$ cat src/rtl/cordic_pkg.sv
// Shared Q2.30 format constants and the arctangent table for the cosine CORDIC pipeline.
package cordic_pkg;

  localparam int unsigned Q_WIDTH = 32;
  localparam int unsigned Q_FRAC  = 30;

  typedef logic signed [Q_WIDTH-1:0] q_t;

  localparam q_t CORDIC_K  = 32'sh26DD3B6A;
  localparam q_t Q_SAT_POS = 32'sh7FFFFFFF;
  localparam q_t Q_SAT_NEG = 32'sh80000001;

  // Beyond i=10 atan(2^-i) rounds to exactly 2^-i in Q2.30.
  function automatic q_t atan_q30(input int unsigned i);
    case (i)
      0:       atan_q30 = 32'sh3243F6A9;
      1:       atan_q30 = 32'sh1DAC6705;
      2:       atan_q30 = 32'sh0FADBAFD;
      3:       atan_q30 = 32'sh07F56EA7;
      4:       atan_q30 = 32'sh03FEAB77;
      5:       atan_q30 = 32'sh01FFD55C;
      6:       atan_q30 = 32'sh00FFFAAB;
      7:       atan_q30 = 32'sh007FFF55;
      8:       atan_q30 = 32'sh003FFFEB;
      9:       atan_q30 = 32'sh001FFFFD;
      default: atan_q30 = (i <= 30) ? (q_t'(1) << (30 - i)) : '0;
    endcase
  endfunction

endpackage

$ cat src/rtl/cordic_cos_pipe_stage.sv
// One registered CORDIC micro-rotation in rotation mode, rotating by atan(2^-SHIFT).
module cordic_stage
  import cordic_pkg::*;
#(
  parameter int unsigned SHIFT = 0
) (
  input  logic clk,
  input  logic rst,
  input  q_t   x,
  input  q_t   y,
  input  q_t   z,
  output q_t   x_rot,
  output q_t   y_rot,
  output q_t   z_rot
);

  localparam q_t ATAN = atan_q30(SHIFT);

  always_ff @(posedge clk or negedge rst) begin
    if (!rst) begin
      x_rot <= '0;
      y_rot <= '0;
      z_rot <= '0;
    end else if (!z[Q_WIDTH-1]) begin
      x_rot <= x - (y >>> SHIFT);
      y_rot <= y + (x >>> SHIFT);
      z_rot <= z - ATAN;
    end else begin
      x_rot <= x + (y >>> SHIFT);
      y_rot <= y - (x >>> SHIFT);
      z_rot <= z + ATAN;
    end
  end

endmodule

$ cat src/rtl/cordic_cos_pipe.sv
// Fully pipelined float32 cos(theta): float->Q2.30, ITERATIONS CORDIC stages, Q2.30->float.
module cordic_cos_pipe
  import cordic_pkg::*;
#(
  parameter int unsigned ITERATIONS = 16,
  parameter int unsigned FRAC_BITS  = 30
) (
  input  logic        clk,
  input  logic        rst,
  input  logic [31:0] dataa,
  input  logic [31:0] datab,
  output logic [31:0] fixedpoint_in,
  output logic [31:0] fixedpoint_out,
  output logic [31:0] result
);

  // Exponent at which the 24-bit significand needs no shift to land in Q2.30.
  localparam logic [7:0] ALIGN_EXP = 8'(127 + 23 - FRAC_BITS);
  localparam logic [7:0] OUT_BIAS  = 8'(127 - FRAC_BITS);

  q_t          xs [0:ITERATIONS];
  q_t          ys [0:ITERATIONS];
  q_t          zs [0:ITERATIONS];
  logic [7:0]  exp_in;
  logic [31:0] mag_in;
  logic [31:0] fix_next;
  logic [31:0] mag_out;
  logic [31:0] norm;
  logic [4:0]  msb;
  logic [31:0] res_next;
  logic        unused_bits;

  always_comb begin
    exp_in   = dataa[30:23];
    mag_in   = {8'h00, 1'b1, dataa[22:0]};
    fix_next = '0;
    if (exp_in == 8'd0) begin
      fix_next = '0;
    end else if (exp_in >= 8'd128) begin
      fix_next = dataa[31] ? Q_SAT_NEG : Q_SAT_POS;
    end else begin
      if (exp_in >= ALIGN_EXP) mag_in = mag_in << (exp_in - ALIGN_EXP);
      else                     mag_in = mag_in >> (ALIGN_EXP - exp_in);
      fix_next = dataa[31] ? (-mag_in) : mag_in;
    end
  end

  always_ff @(posedge clk or negedge rst) begin
    if (!rst) fixedpoint_in <= '0;
    else      fixedpoint_in <= fix_next;
  end

  assign xs[0] = CORDIC_K;
  assign ys[0] = '0;
  assign zs[0] = q_t'(fixedpoint_in);

  for (genvar i = 0; i < ITERATIONS; i++) begin : g_stage
    cordic_stage #(.SHIFT(i)) u_stage (
      .clk   (clk),
      .rst   (rst),
      .x     (xs[i]),
      .y     (ys[i]),
      .z     (zs[i]),
      .x_rot (xs[i+1]),
      .y_rot (ys[i+1]),
      .z_rot (zs[i+1])
    );
  end

  assign fixedpoint_out = xs[ITERATIONS];

  always_comb begin
    mag_out = xs[ITERATIONS][31] ? 32'(-xs[ITERATIONS]) : xs[ITERATIONS];
    msb     = '0;
    for (int unsigned i = 0; i < 32; i++) begin
      if (mag_out[i]) msb = 5'(i);
    end
    // Normalise so the leading one sits at bit 31; the next 23 bits are the mantissa.
    norm     = mag_out << (5'd31 - msb);
    res_next = '0;
    if (mag_out != '0) begin
      res_next = {xs[ITERATIONS][31], OUT_BIAS + {3'b000, msb}, norm[30:8]};
    end
  end

  always_ff @(posedge clk or negedge rst) begin
    if (!rst) result <= '0;
    else      result <= res_next;
  end

  assign unused_bits = ^{datab, norm[31], norm[7:0]};

endmodule

$ cat config.mk
export PLATFORM = sky130hd
export DESIGN_NAME = cordic_cos_pipe
export DESIGN_NICKNAME = d
export VERILOG_FILES = /design/src/rtl/cordic_pkg.sv /design/src/rtl/cordic_cos_pipe_stage.sv /design/src/rtl/cordic_cos_pipe.sv
export SDC_FILE = /design/constraint.sdc
export NUM_CORES = 2
export LEC_CHECK = 0
export ABC_AREA = 1
export CAP_MARGIN = 20
export CELL_PAD_IN_SITES_DETAIL_PLACEMENT = 1
export CELL_PAD_IN_SITES_GLOBAL_PLACEMENT = 2
export CORE_MARGIN = 1.5
export CORE_UTILIZATION = 35
export CTS_CLUSTER_DIAMETER = 100
export CTS_CLUSTER_SIZE = 24
export DETAILED_ROUTE_END_ITERATION = 8
export GPL_ROUTABILITY_DRIVEN = 0
export PLACE_DENSITY = 0.82
export SETUP_SLACK_MARGIN = 0.5
export SLEW_MARGIN = 10
export SYNTH_ARGS = -nofsm -noshare
export SYNTH_HDL_FRONTEND = slang
export SYNTH_SLANG_ARGS = --single-unit
$ cat constraint.sdc
create_clock -name clk -period 8.1 [get_ports clk]
set_clock_uncertainty 0.15 [all_clocks]
set_input_delay 1.62 -clock clk [delete_from_list [all_inputs] [get_ports clk]]
set_output_delay 1.62 -clock clk [all_outputs]
set_load 0.1 [all_outputs]
==> impl_summary.md <==
Worst hold path
The launch point of the worst hold path is g_stage[9].u_stage.z_rot[18]$_DFF_PN0_. The path class of the lowest-slack min-delay path is flop to flop. The worst hold path was traced through 0 stages. The terminating pin of the worst hold path is g_stage[10].u_stage.z_rot[18]$_DFF_PN0_.

Timing
The worst slew margin relative to its limit is 0.313. Setup violations remaining at the end of the flow were counted as 0. The final critical delay including setup and external delays is 6.07 ns. The max-slew violation count is 0. The total negative setup slack is 0 ns. The transition time at the pin with the least slew margin is 1.02 ns. The share of the clock period used by the worst path after layout is 0.749.

The highest clock rate is 0.165 GHz. The final hold violation count was 0. Setup repair after global routing left no endpoint under its margin.

Logic synthesis
By area the synthesized netlist is led by dfrtp_1 32%, ha_1 15%, xor2_1 10%, nand2_1 8.5%, a21oi_1 6.1%. Counting flops and latches in the post-synthesis netlist gives 1,348. The most frequently used cell type in the post-synthesis netlist is nand2_1. The most used flip-flop cell after synthesis is dfrtp_1. The number of synthesized flops with an enable pin is 0. The proportion of synthesized flip-flops having asynchronous set or reset is 1.00. The synthesized netlist cell count is 12,931. The average instance in the mapped netlist occupies 8.11 sq um. The sequential area share after synthesis is 0.322. The library cell occupying the most area in the post-synthesis netlist is dfrtp_1. The number of nets produced by synthesis is 14,285.

The area of the mapped netlist is 105,000 sq um. The number of warning messages in the yosys log is 0. Of the post-synthesis cell area, the dominant cell type holds 0.322. The number of library cell types mapped by synthesis is 74.

Sorting the synthesized cells by how often they occur yields 2,367 x nand2_1, 1,393 x inv_1, 1,348 x dfrtp_1, 1,281 x a21oi_1, 1,249 x ha_1.

Floorplan
In this run the vertical extent of the chip is 550 microns. The area of the placeable core is 298,000 sq um. The die is 550 microns wide. 162 I/O pins were placed. For this configuration, the core starts out at a cell density of 0.352.

After floorplanning, the core was divided into 200 placement rows. The die covers 303,000 sq um.

CTS
The number of hold buffers added after CTS was 0. Post-CTS repair changed the size of 0 cells. Once the clock tree was built, the setup fixing pass inserted 0 buffers. The library cell used as clock root buffer is clkbuf_16. The TritonCTS clock tree is done. The number of H-tree branching levels is 3. The maximum buffer depth of the clock tree is 3. The later-pin clock latency in the skew report is 0.76 ns. TritonCTS created 83 clock buffers. The clock transition at the registers of the reported paths is 0.10 ns. Clock tree synthesis found a total of 1,348 sinks.

Final layout
From synthesis to final layout, the design area changed by 8.49%. The number of nets in the final layout is 14,395. Of the cells placed in the final design, the portion with a size suffix greater than 1 is 0.0233.

Critical path
For this run, the slowest stage of the critical path takes 0.90 ns. The cell depth of the worst flop-to-flop path is 25. STA puts the critical path data required time at 8.61 ns. Together, buffers and inverters on the worst path number 5. The data arrival time at the worst-slack endpoint is 6.58 ns. The library cell contributing the largest single delay on the critical path is dfrtp_1. In this run the worst setup path begins at g_stage[10].u_stage.z_rot[31]$_DFF_PN0_. The type of element launching the critical path is a flop. The largest fanout on the critical path is 24. The type of destination of the critical path is a flop. The most repeated library cell on the critical path is nand2_1. The worst register-to-register path ends at g_stage[11].u_stage.y_rot[30]$_DFF_PN0_. The kind of cell with the highest combined delay along the critical path is compound AO/OA/AOI/OAI gates.

The worst setup slack for register-to-register paths is 2.03 ns. In this run the critical register-to-register path is launched from g_stage[10].u_stage.z_rot[31]$_DFF_PN0_. The start-to-end type of the worst setup path is flop to flop.

Placement
The count of port buffers added during placement is 129. The detailed placement HPWL is 238,000 microns.

Drt
The average via count per standard cell is 5.02. Wires add up to 291,000 microns. The violation count after the first detailed-route iteration is 3,603.

The count of nets left with antenna violations once routing finished came out at 0. The post-detailed-route wirelength per cell is 17.1 microns. The final route contains 85,585 vias. After detailed routing, the number of remaining DRC violations is 0. The number of search-and-repair iterations in the first detailed-routing pass is 5.

Global routing
The all-layer global routing usage is 0.191. Summed over all layers, the global routing overflow is 0. The number of antenna violations at the first check in global routing is 1. The global-route wire length before repair is 475,000 microns.

Entering global routing, the biggest net connects 150 pins. The via count of the first global-routing pass is 89,453.

Job
Max-cap violations in this run came to 0.

Run status
The flow ran to the end, and the final reports show no timing, DRC or antenna violations.
==> worst max path at each step <==
stage               cells after the start  slack, ns                                       to
finish                                 25       2.03  g_stage[11].u_stage.y_rot[30]$_DFF_PN0_
detailed placement                     32       1.37              fixedpoint_in[22]$_DFF_PN0_
global placement                       32       1.46              fixedpoint_in[22]$_DFF_PN0_
CTS                                    25       2.04  g_stage[11].u_stage.y_rot[30]$_DFF_PN0_
global route                           25       1.38  g_stage[11].u_stage.y_rot[30]$_DFF_PN0_
floorplan                              33       2.75              fixedpoint_in[22]$_DFF_PN0_
==> cell usage in the layout (no fill, tap or decap), drive strengths merged, types with 24 or more instances in the layout <==
cell and n:
nand2 2379, inv 1435, dfrtp 1348, a21oi 1282, ha 1249, xor2 1219, nor2 866, o21ai 603
xnor2 545, nand3 533, nor3 266, clkdlybuf4s50 128, o31ai 118, o21bai 114, a31oi 114, nand4 111
clkbuf 96, a21o 74, buf 68, a211oi 63, nor4 59, a21boi 52, and2 43, fa 39
a221oi 38, or2 38, a2111oi 27, o221ai 25, clkinv 24
==> sequential cells by signal, indices dropped and copies added (netlist names) <==
name,flops
g_stage.u_stage.x_rot,480
g_stage.u_stage.z_rot,369
fixedpoint_in,32
result,32
g_stage.u_stage.y_rot,435
==> kinds of logic after synthesis <==
group / count (synthesis) / share of synthesized area
AO/OA/AOI/OAI: 2603 / 0.142
XOR/XNOR: 1764 / 0.147
adder cells (fa/ha/maj): 1288 / 0.156
buffers and inverters: 1588 / 0.0579
flip-flops: 1348 / 0.322
multiplexers: 13 / 0.00124
other: 1 / 0.0000358
AND/OR/NAND/NOR: 4326 / 0.173
==> layout make-up <==
type	instances	area (sq um)
diodes	1	2.50
multi-input cells	9995	65000
inverters	1417	5320
clock buffers	96	2210
well taps	3939	4930
fillers	36016	184000
repair buffers	196	1890
clock inverters	50	623
flip-flops and latches	1348	33700
==> through the flow <==
step	utilization	cell area [sq um]	instances	hold slack (ns)	setup WS, ns
after floorplan	-	105000	12931	0.181	2.75
after global placement	0.373	111000	16895	0.182	1.46
after detailed placement	0.373	111000	16895	0.186	1.37
after CTS	0.382	114000	17041	0.187	2.04
after global routing	0.382	114000	17042	0.209	1.38
final	0.382	114000	17042	0.179	2.03
==> metal layers <==
metal / global-route usage / part of all wire / vias up
met5: 0 / 0 / -
li1: - / - / 43514
met4: 0.0441 / 0.024 / 0
met2: 0.361 / 0.51 / 685
met1: 0.233 / 0.45 / 41091
met3: 0.0139 / 0.017 / 295
==> worst reg2reg max path, stage by stage (launching register included) <==
cell,delay (ns)
dfrtp_1,0.90
clkinv_1,0.82
buf_4,0.48
nand2_1,0.12
xnor2_1,0.14
inv_1,0.07
ha_1,0.32
inv_1,0.05
o21bai_1,0.24
a21oi_1,0.10
inv_1,0.07
a21oi_1,0.09
o21ai_0,0.51
nand2_1,0.10
nand2_1,0.12
nand3_1,0.08
nand2_1,0.11
a21oi_1,0.08
o21bai_1,0.20
nand2_1,0.10
nand3_1,0.08
a21boi_0,0.30
nand3_1,0.10
and2_1,0.19
o31ai_1,0.24
xor2_1,0.22
Power is not shown: default switching activity piles up to over one toggle a cycle in this logic, so the estimate is an artifact.
